`config.mk`:
```
export PLATFORM = sky130hd
export DESIGN_NAME = mac_vec_sat
export DESIGN_NICKNAME = d
export VERILOG_FILES = /design/src/rtl/mac_pkg.sv /design/src/rtl/sat_accum.sv /design/src/rtl/mac_vec_sat.sv
export SDC_FILE = /design/constraint.sdc
export NUM_CORES = 1
export LEC_CHECK = 0
export ABC_AREA = 1
export CORE_MARGIN = 2
export CORE_UTILIZATION = 44
export DETAILED_ROUTE_END_ITERATION = 6
export HOLD_SLACK_MARGIN = 0.1
export SLEW_MARGIN = 20
export SYNTH_ARGS = -nofsm -noshare
export SYNTH_HDL_FRONTEND = slang
export SYNTH_SLANG_ARGS = --single-unit
```
`constraint.sdc`:
```
create_clock -name clk -period 6.8 [get_ports clk]
set_input_delay 1.02 -clock clk [delete_from_list [all_inputs] [get_ports clk]]
set_output_delay 1.02 -clock clk [all_outputs]
set_load 0.01 [all_outputs]
```
`src/rtl/mac_pkg.sv`:
```
// Shared types and saturating-arithmetic helpers for the vector MAC.
package mac_pkg;

  // Widest accumulator the helpers support; arithmetic is done at this width and
  // clamped down to the caller's accumulator width.
  localparam int unsigned MaxW = 64;

  typedef logic signed [MaxW-1:0] wide_t;

  // Per-stage tag travelling alongside the operands.
  typedef struct packed {
    logic valid;
    logic last;
  } tag_t;

  // Result of a saturating add: overflow flag plus the clamped value.
  typedef struct packed {
    logic  ovf;
    wide_t val;
  } sat_res_t;

  // Largest value representable in acc_w signed bits.
  function automatic wide_t acc_max(int unsigned acc_w);
    return (wide_t'(1) <<< (acc_w - 1)) - wide_t'(1);
  endfunction

  // Smallest value representable in acc_w signed bits.
  function automatic wide_t acc_min(int unsigned acc_w);
    return -(wide_t'(1) <<< (acc_w - 1));
  endfunction

  // Adds two sign-extended operands that each fit in acc_w bits and clamps the sum
  // back into acc_w bits. The wide sum cannot wrap while acc_w < MaxW.
  function automatic sat_res_t sat_add(wide_t acc, wide_t addend, int unsigned acc_w);
    wide_t    sum;
    sat_res_t res;
    sum     = acc + addend;
    res.ovf = 1'b0;
    res.val = sum;
    if (sum > acc_max(acc_w)) begin
      res.ovf = 1'b1;
      res.val = acc_max(acc_w);
    end else if (sum < acc_min(acc_w)) begin
      res.ovf = 1'b1;
      res.val = acc_min(acc_w);
    end
    return res;
  endfunction

endpackage

```
`src/rtl/sat_accum.sv`:
```
// Saturating accumulator with sticky overflow flag and a handshaked result register.
module sat_accum
  import mac_pkg::*;
#(
  parameter int unsigned AccW  = 28,
  parameter int unsigned ProdW = 28
) (
  input  logic                    clk_i,
  input  logic                    rst_ni,
  input  tag_t                    in_tag_i,
  input  logic signed [ProdW-1:0] prod_i,
  input  logic                    out_ready_i,
  output logic                    out_valid_o,
  output logic signed [AccW-1:0]  f_o,
  output logic                    sat_o,
  output logic                    stall_o
);

  logic signed [AccW-1:0] acc_q, acc_d;
  logic signed [AccW-1:0] f_q, f_d;
  logic                   sat_acc_q, sat_acc_d;
  logic                   sat_q, sat_d;
  logic                   valid_q, valid_d;

  logic                   stall;
  logic                   step;
  logic                   out_fire;
  sat_res_t               res;
  logic signed [AccW-1:0] clamped;
  logic                   unused_res_hi;

  // A held result that the consumer has not taken freezes the whole pipeline.
  assign stall    = valid_q & ~out_ready_i;
  assign step     = in_tag_i.valid & ~stall;
  assign out_fire = valid_q & out_ready_i;

  assign res           = sat_add(wide_t'(acc_q), wide_t'(prod_i), AccW);
  assign clamped       = res.val[AccW-1:0];
  assign unused_res_hi = ^res.val[MaxW-1:AccW];

  // Next-state: accumulate, close a vector on its last element, retire on handshake.
  always_comb begin
    acc_d     = acc_q;
    sat_acc_d = sat_acc_q;
    f_d       = f_q;
    sat_d     = sat_q;
    valid_d   = valid_q;

    if (out_fire) begin
      valid_d = 1'b0;
    end

    if (step) begin
      if (in_tag_i.last) begin
        // Result leaves and the next vector restarts from zero with no bubble.
        f_d       = clamped;
        sat_d     = sat_acc_q | res.ovf;
        valid_d   = 1'b1;
        acc_d     = '0;
        sat_acc_d = 1'b0;
      end else begin
        acc_d     = clamped;
        sat_acc_d = sat_acc_q | res.ovf;
      end
    end
  end

  // State registers with synchronous active-low reset.
  always_ff @(posedge clk_i) begin
    if (!rst_ni) begin
      acc_q     <= '0;
      sat_acc_q <= 1'b0;
      f_q       <= '0;
      sat_q     <= 1'b0;
      valid_q   <= 1'b0;
    end else begin
      acc_q     <= acc_d;
      sat_acc_q <= sat_acc_d;
      f_q       <= f_d;
      sat_q     <= sat_d;
      valid_q   <= valid_d;
    end
  end

  assign out_valid_o = valid_q;
  assign f_o         = f_q;
  assign sat_o       = sat_q;
  assign stall_o     = stall;

endmodule

```
`src/rtl/mac_vec_sat.sv`:
```
// Pipelined saturating dot-product engine: operand stage, optional product stage,
// element counter, and a saturating accumulator with valid/ready on both sides.
module mac_vec_sat
  import mac_pkg::*;
#(
  parameter int unsigned IN_W      = 14,
  parameter int unsigned ACC_W     = 28,
  parameter int unsigned VEC_LEN   = 8,
  parameter int unsigned PIPE_MULT = 1
) (
  input  logic                    clk,
  input  logic                    reset,
  input  logic                    valid_in,
  output logic                    ready_in,
  input  logic                    last_in,
  input  logic signed [IN_W-1:0]  a,
  input  logic signed [IN_W-1:0]  b,
  output logic                    valid_out,
  input  logic                    ready_out,
  output logic signed [ACC_W-1:0] f,
  output logic                    sat_out
);

  localparam int unsigned ProdW = 2 * IN_W;
  localparam int unsigned CntW  = (VEC_LEN > 1) ? $clog2(VEC_LEN) : 1;
  localparam logic [CntW-1:0] CntMax = CntW'(VEC_LEN - 1);

  logic                    stall;
  logic                    accept;

  logic signed [IN_W-1:0]  a_q, a_d;
  logic signed [IN_W-1:0]  b_q, b_d;
  tag_t                    tag1_q, tag1_d;
  logic [CntW-1:0]         cnt_q, cnt_d;

  logic signed [ProdW-1:0] prod_s1;
  tag_t                    acc_tag;
  logic signed [ProdW-1:0] acc_prod;

  assign ready_in = ~stall;
  assign accept   = valid_in & ready_in;

  // Operand stage and element counter; the counter forces last on a full vector.
  always_comb begin
    a_d    = a_q;
    b_d    = b_q;
    tag1_d = tag1_q;
    cnt_d  = cnt_q;
    if (!stall) begin
      tag1_d.valid = accept;
      tag1_d.last  = last_in | (cnt_q == CntMax);
      if (accept) begin
        a_d   = a;
        b_d   = b;
        cnt_d = tag1_d.last ? '0 : cnt_q + CntW'(1);
      end
    end
  end

  // Operand/counter registers with synchronous active-low reset.
  always_ff @(posedge clk) begin
    if (!reset) begin
      a_q    <= '0;
      b_q    <= '0;
      tag1_q <= '0;
      cnt_q  <= '0;
    end else begin
      a_q    <= a_d;
      b_q    <= b_d;
      tag1_q <= tag1_d;
      cnt_q  <= cnt_d;
    end
  end

  // Full-width signed product; both operands are sign-extended before multiplying.
  assign prod_s1 = ProdW'(a_q) * ProdW'(b_q);

  if (PIPE_MULT != 0) begin : g_pipe
    logic signed [ProdW-1:0] prod_q, prod_d;
    tag_t                    tag2_q, tag2_d;

    // Product stage: follows stage 1 unless stalled; product only loads on valid.
    always_comb begin
      prod_d = prod_q;
      tag2_d = tag2_q;
      if (!stall) begin
        tag2_d = tag1_q;
        if (tag1_q.valid) begin
          prod_d = prod_s1;
        end
      end
    end

    // Product registers with synchronous active-low reset.
    always_ff @(posedge clk) begin
      if (!reset) begin
        prod_q <= '0;
        tag2_q <= '0;
      end else begin
        prod_q <= prod_d;
        tag2_q <= tag2_d;
      end
    end

    assign acc_tag  = tag2_q;
    assign acc_prod = prod_q;
  end else begin : g_comb
    assign acc_tag  = tag1_q;
    assign acc_prod = prod_s1;
  end

  sat_accum #(
    .AccW  (ACC_W),
    .ProdW (ProdW)
  ) u_sat_accum (
    .clk_i       (clk),
    .rst_ni      (reset),
    .in_tag_i    (acc_tag),
    .prod_i      (acc_prod),
    .out_ready_i (ready_out),
    .out_valid_o (valid_out),
    .f_o         (f),
    .sat_o       (sat_out),
    .stall_o     (stall)
  );

endmodule

```
==> summary.txt, run 1 <==
Pwr
  • Pwr Density: 211 mW/mm^2
  • Tot Pwr: 3370 uW
  • Lkg Pwr: 0.00894 uW
  • Worst vdd ir: 200 uV

Global route
  • First-pass GRT wire length: 60600 um
  • Initial antenna violation count: 0
  • Vias in the first global route: 12162
  • Largest net degree at the start of global routing: 53
  • GRT overflow: 0
  • Total track usage: 22.6%

Yosys
  • Post-synthesis sequential area ratio: 17.0%
  • Leading area contributor after synthesis: fa_1
  • Netlist cell types: 40
  • Prevailing post-synth register cell: dfxtp_1
  • Syn nets: 2334
  • Number of synthesized flops with an enable pin: 0
  • Cells after Synth: 2008
  • Synth cell count leaders: nand2_1 (567), inv_1 (455), fa_1 (196)
  • Cell with the most instances after synthesis: nand2_1
  • Asr flop ratio synth: 0%
  • Average size of a mapped cell: 7.14 um^2
  • Number of synthesized register bits: 122
  • Largest cells by area after synthesis: fa_1 (27%), dfxtp_1 (17%), nand2_1 (15%), inv_1 (12%), ha_1 (8.5%)
  • Share of the synthesized area in the top cell type: 27.4%
  • Syn Std Cell Area: 0.0143 mm^2
  • Synthesis warning total: 0

Run
  • Max-Cap Viols: 0

Run status
  • Status: finished clean

Worst setup path
  • Peak per-stage delay on the critical path: 740 ps
  • Reg2reg setup slack: 560 ps
  • Worst EP arrival: 6630 ps
  • CP endpoint kind: flop
  • CP max-delay cell: fa_1
  • Most frequent cell on the critical path: fa_1
  • CP Launch Type: flop
  • Worst-path cell chain: nand2_1 -> fa_1 -> fa_1 -> fa_1 -> inv_1 -> fa_1 -> inv_1 -> fa_1 -> fa_1 -> inv_1 -> ha_1 -> a21oi_1 -> o21ai_0 -> a21oi_1 -> nand3_1 -> a21o_1 -> or2_2 -> nand3_1 -> nand2_1 -> inv_1
  • WS Path Type: flop to flop
  • CP required: 7190 ps
  • Largest fanout on the critical path: 15

Timing
  • Final setup vio count: 0
  • Layout Skew: 14.8 ps
  • RSZ-0062 raised after global routing: false
  • Min Tclk post-route: 6240 ps
  • Final Cycle Share: 91.8%
  • Fmax: 0.160 GHz
  • Endpoints failing hold: 0
  • Worst-margin pin slew: 996 ps
  • Worst rel slew slack: 33.2%
  • Final Max Tran Viols: 0
  • Setup tns final: 0 ps

Finish
  • Syn-to-layout area delta: 11.1%
  • # nets final: 2363
  • N_diodes: 0
  • Layout cell share with drive strength beyond 1: 3.41%

Die
  • Die Y-Extent: 185 um
  • Die footprint: 0.0341 mm^2
  • Num rows: 66
  • Initial Util: 44.4%
  • Ports: 64
  • DIE WIDTH: 185 um
  • Core area: 0.0323 mm^2

Placement
  • Buffers added on ports: 63
  • RD Place Congestion: 0.954
  • Final HPWL DP: 28600 um

CTS
  • Num Clock Sinks: 122
  • # hold bufs at CTS: 0
  • Num CTS Buffers: 17
  • Setup Buffers After CTS: 0
  • Clk buf depth: 2
  • Worst-Skew Late Latency: 450 ps
  • CTS clk-pin slew, worst paths: 60 ps
  • Root Buffer: clkbuf_16
  • PostCTS Resize Cnt: 0
  • CTS HTree Levels: 4
  • CTS tree: yes

Drt
  • Vias: 12097
  • Antenna Nets Post-Route: 0
  • DRT Pass-1 Iters: 5
  • Drt drc: 0
  • DR vias/cell: 4.85
  • Routed WL per cell: 14.2 um
  • DR iter-0 viols: 846
  • WL final: 35300 um

Min path
  • Hold Path Class: flop to flop
## per-stage QoR
stage / cells / hold slack, ps / setup slack, ps / instance area (um^2) / util (%)
floorplan: 2008 / 443 / 1110 / 14300 / -
finish: 2492 / 450 / 556 / 15900 / 49.4
detailed placement: 2460 / 439 / 569 / 15300 / 47.5
global route: 2492 / 472 / 44.6 / 15900 / 49.4
global placement: 2460 / 436 / 712 / 15300 / 47.5
CTS: 2492 / 453 / 526 / 15900 / 49.4
## critical path, delay by kind of cell (launching register included)
kind            cells  cell delay, ps
compound gates      4             750
fa+ha+maj           7            3790
buf+inv             4             190
flops               1             660
simple gates        5             790
## path summary, 6_finish.rpt
kind,cells after the start,startpoint,end
max,20,b_q[2],acc_prod[25]
min,2,u_sat_accum.f_o[9],u_sat_accum.f_o[9]
max reg2reg,20,b_q[2],acc_prod[25]
min reg2reg,2,u_sat_accum.f_o[9],u_sat_accum.f_o[9]
## report_power, final
part,switching (uW),total (uW),internal [uW]
clock network,385,933,547
logic,999,1600,602
registers,75.6,835,759
## routing by layer
layer | part of all wire (%) | wire [um] | GRT usage (%) | vias up
li1 | - | - | - | 6035
met1 | 49 | 17300 | 31.8 | 5778
met2 | 45 | 15900 | 36.2 | 242
met3 | 4.1 | 1450 | 3.44 | 42
met4 | 1.8 | 648 | 5.98 | 0
met5 | 0 | 0 | 0 | -
## final cells by class
cell class / count / area [um^2]
Fill cell: 3254 / 16400
Multi-Input combinational cell: 1361 / 9910
Sequential cell: 122 / 2440
Inverter: 461 / 1730
Timing Repair Buffer: 74 / 713
Tap cell: 442 / 553
Clock buffer: 18 / 429
Clock inverter: 14 / 161
## flip-flops by register name, indices dropped and copies added (netlist names), 2 cells and up
signal / count
acc_prod: 28
u_sat_accum.acc_q: 28
u_sat_accum.f_o: 28
a_q: 14
b_q: 14
cnt_q: 3
acc_tag: 2
tag1_q: 2
## cell usage in the layout, fill, tap and decap left out, types with 63 or more instances in the layout
master           netlist  final
nand2_1              567    567
inv_1                455    454
fa_1                 196    196
nor2_1               150    148
dfxtp_1              122    122
ha_1                  97     97
a21oi_1               87     87
nand3_1               65     65
o21ai_0               64     64
clkdlybuf4s50_1        0     63
## cells by family (layout without fill, tap and decap cells)
kind of cell               Yosys count  count (layout)  synth area share (%)
buffers and inverters              525             567                  13.9
AOI/OAI and AO/OA                  189             189                  7.24
DFF                                122             122                  17.0
xor gates and xnor gates            39              39                  2.38
and+or+nand+nor                    840             840                  23.6
adders and majority gates          293             293                  35.8
Note: power is estimated with default switching activity, not from simulation.
==> run 2: changes to the inputs <==
--- a/config.mk
+++ b/config.mk
@@ -5,12 +5,11 @@
 export SDC_FILE = /design/constraint.sdc
 export NUM_CORES = 1
 export LEC_CHECK = 0
-export ABC_AREA = 1
 export CORE_MARGIN = 2
 export CORE_UTILIZATION = 44
 export DETAILED_ROUTE_END_ITERATION = 6
 export HOLD_SLACK_MARGIN = 0.1
-export SLEW_MARGIN = 20
+export SLEW_MARGIN = 10
 export SYNTH_ARGS = -nofsm -noshare
 export SYNTH_HDL_FRONTEND = slang
 export SYNTH_SLANG_ARGS = --single-unit
==> run 2 against run 1 <==
Effect of this change: die area is 5.2% lower; sequential cell count stayed put; sequential power is 4.9% lower; cell count is 18% lower; setup slack worse by 140 ps; first-iteration DRC count is 35% lower; non-clock buffer count is 9 higher; power is 30% lower; synthesized area is 5.3% lower; clock-buffer cell count is 1 higher; synthesized cell count is 21% lower; highest routed layer is now met5.
==> summary.txt, run 2 <==
Min path
  • Hold Path Class: flop to flop
  • Hold path depth: 2

Worst setup path
  • CP Launch Type: flop
  • CP delay by family, top: adder cells
  • Worst-path cell chain: clkinv_1 -> fa_1 -> fa_1 -> inv_1 -> fa_1 -> fa_1 -> fa_1 -> inv_1 -> fa_1 -> inv_1 -> ha_1 -> a21oi_1 -> o21ai_0 -> a21oi_1 -> o21ai_0 -> a31oi_1 -> nor3b_1 -> o2111a_1 -> o31a_1
  • Worst EP arrival: 6700 ps
  • Worst Reg-to-Reg Cells: 19
  • Most frequent cell on the critical path: fa_1
  • CP required: 7120 ps
  • CP endpoint kind: flop
  • WS Path Type: flop to flop
  • CP Depth: 19
  • CP max-delay cell: fa_1
  • Worst path bufs/invs: 4
  • Largest fanout on the critical path: 10
  • Peak per-stage delay on the critical path: 600 ps

Placement
  • Placed Area: 0.0146 mm^2
  • Final HPWL DP: 25300 um
  • Buffers added on ports: 63
  • RD Place Congestion: 0.870

Timing
  • Final Max Tran Viols: 0
  • Setup tns final: 0 ps
  • Final Cycle Share: 93.8%
  • WHS: 439 ps
  • Final setup vio count: 0
  • Fmax: 0.157 GHz
  • Worst rel slew slack: 27.3%
  • Endpoints failing hold: 0
  • RSZ-0062 raised after global routing: false
  • Min Tclk post-route: 6380 ps
  • Layout Skew: 19.7 ps
  • Worst-margin pin slew: 1090 ps

Yosys
  • Compound-Gate Fraction of Synth Area: 13.1%
  • Number of synthesized flops with an enable pin: 0
  • Syn nets: 1920
  • Largest cells by area after synthesis: fa_1 (29%), dfxtp_1 (18%), ha_1 (8.9%), inv_1 (7.2%), nand2_1 (7.1%)
  • Post-synthesis sequential area ratio: 18.0%
  • Number of synthesized register bits: 122
  • Share of the synthesized area in the top cell type: 28.9%
  • Cell with the most instances after synthesis: inv_1
  • Prevailing post-synth register cell: dfxtp_1
  • Average size of a mapped cell: 8.52 um^2
  • Mux cell area share after synthesis: 0.387%
  • Synthesis warning total: 0
  • Simple-gate area share of the yosys netlist: 18.1%
  • Post-Synth XOR/XNOR Area: 3.29%
  • Leading area contributor after synthesis: fa_1
  • Synth cell count leaders: inv_1 (261), nand2_1 (256), fa_1 (196)
  • Largest family of logic cells by synthesized area: adder cells
  • Syn Std Cell Area: 0.0136 mm^2
  • Cells after Synth: 1594
  • Synth Area in Adders: 37.8%
  • Netlist cell types: 67
  • Asr flop ratio synth: 0%

Global route
  • Total track usage: 21.2%
  • First-pass GRT wire length: 55600 um
  • Initial antenna violation count: 1
  • M2 GR Usage: 36.8%
  • Vias in the first global route: 11063
  • Met3 global-route usage: 2.96%
  • GRT busiest layer: met2
  • GR Util met1: 27.4%
  • Largest net degree at the start of global routing: 79
  • GRT overflow: 0

Drt
  • Vias: 10489
  • Antenna Nets Post-Route: 0
  • Routed WL per cell: 15.6 um
  • Drt drc: 0
  • DR iter-0 viols: 546
  • DRT Pass-1 Iters: 6
  • DR vias/cell: 5.15
  • WL final: 31800 um

Die
  • Num rows: 64
  • Core area: 0.0305 mm^2
  • Die Y-Extent: 180 um
  • DIE WIDTH: 180 um
  • Ports: 64
  • Initial Util: 44.5%
  • Die footprint: 0.0323 mm^2

Finish
  • # nets final: 1952
  • Layout cell share with drive strength beyond 1: 4.15%
  • Multi-input logic area: 0.00988 mm^2
  • Commonest cells after routing, fill and taps aside: inv_1 (261), nand2_1 (256), fa_1 (195), dfxtp_1 (122), and2_1 (119)
  • Fill cells: 2924
  • N_diodes: 0
  • Syn-to-layout area delta: 11.7%
  • Final instance area: 0.0152 mm^2
  • Register area: 0.00244 mm^2
  • Commonest non-fill, non-tap cell in the layout: inv_1

CTS
  • PostCTS Resize Cnt: 0
  • Num Clock Sinks: 122
  • Setup Buffers After CTS: 0
  • Num CTS Buffers: 17
  • CTS tree: yes
  • Clk buf depth: 2
  • Worst-Skew Late Latency: 430 ps
  • CTS clk-pin slew, worst paths: 70 ps
  • CTS HTree Levels: 4
  • # hold bufs at CTS: 0
  • Root Buffer: clkbuf_16

Pwr
  • Pwr Density: 155 mW/mm^2
  • Tot Pwr: 2350 uW
  • Lkg Pwr: 0.00714 uW
  • Worst vdd ir: 114 uV

Run status
  • Status: finished clean

Run
  • Max-Cap Viols: 0
run 2: cell types whose count changed in the layout (fill, tap and decap cells not counted), sizes merged, moves of 37 or more:
cell	before	now
and2	2	120
nand2	572	256
a21oi	88	51
a21boi	1	41
inv	465	263
nand3	67	19
nor2	154	54
run 2: cell type report:
cell class	instances	share of cell area [%]
inverter	262	6.48
clock inverter	13	0.948
sequential	122	16.1
timing repair buffer	83	5.11
tap	396	3.27
multi-input combinational	1140	65.1
clock buffer	19	2.99
run 2: final timing paths:
| path | slack (ps) | end | startpoint |
|---|---|---|---|
| worst max register to register | 420 | acc_prod[26] | b_q[13] |
| worst max-delay path | 420 | acc_prod[26] | b_q[13] |
| worst min register to register | 440 | u_sat_accum.f_o[18] | u_sat_accum.f_o[18] |
| worst min-delay path | 440 | u_sat_accum.f_o[18] | u_sat_accum.f_o[18] |
run 2: power breakdown:
part,leakage [uW],switching (uW),internal [uW]
Combinational,0.00587,371,264
Clock,0.000282,365,561
Sequential,0.000992,48.0,746
Total,0.00714,784,1570
run 2: metrics by stage:
stage	utilization (%)	setup WS, ps	std cells
floorplan	-	897	1594
global placement	47.8	482	2003
detailed placement	47.8	404	2003
CTS	49.7	358	2035
global route	49.7	48.2	2035
finish	49.7	421	2035
run 2: per-layer routing:
metal / routed length [um] / up-vias
met5: 13 / -
met3: 1020 / 53
met1: 14200 / 5143
met4: 779 / 2
li1: - / 5111
met2: 15800 / 180
run 2: cells by family after synthesis:
kind of cell               after synthesis
muxes                                    5
AOI/OAI and AO/OA                      274
DFF                                    122
adders and majority gates              293
and+or+nand+nor                        517
buffers and inverters                  332
xor gates and xnor gates                51
run 2: tightest hold or removal path, cell delays in order, from the launching register on:
cell     delay (ps)
dfxtp_1         310
nand2_1          50
nand2_1          40
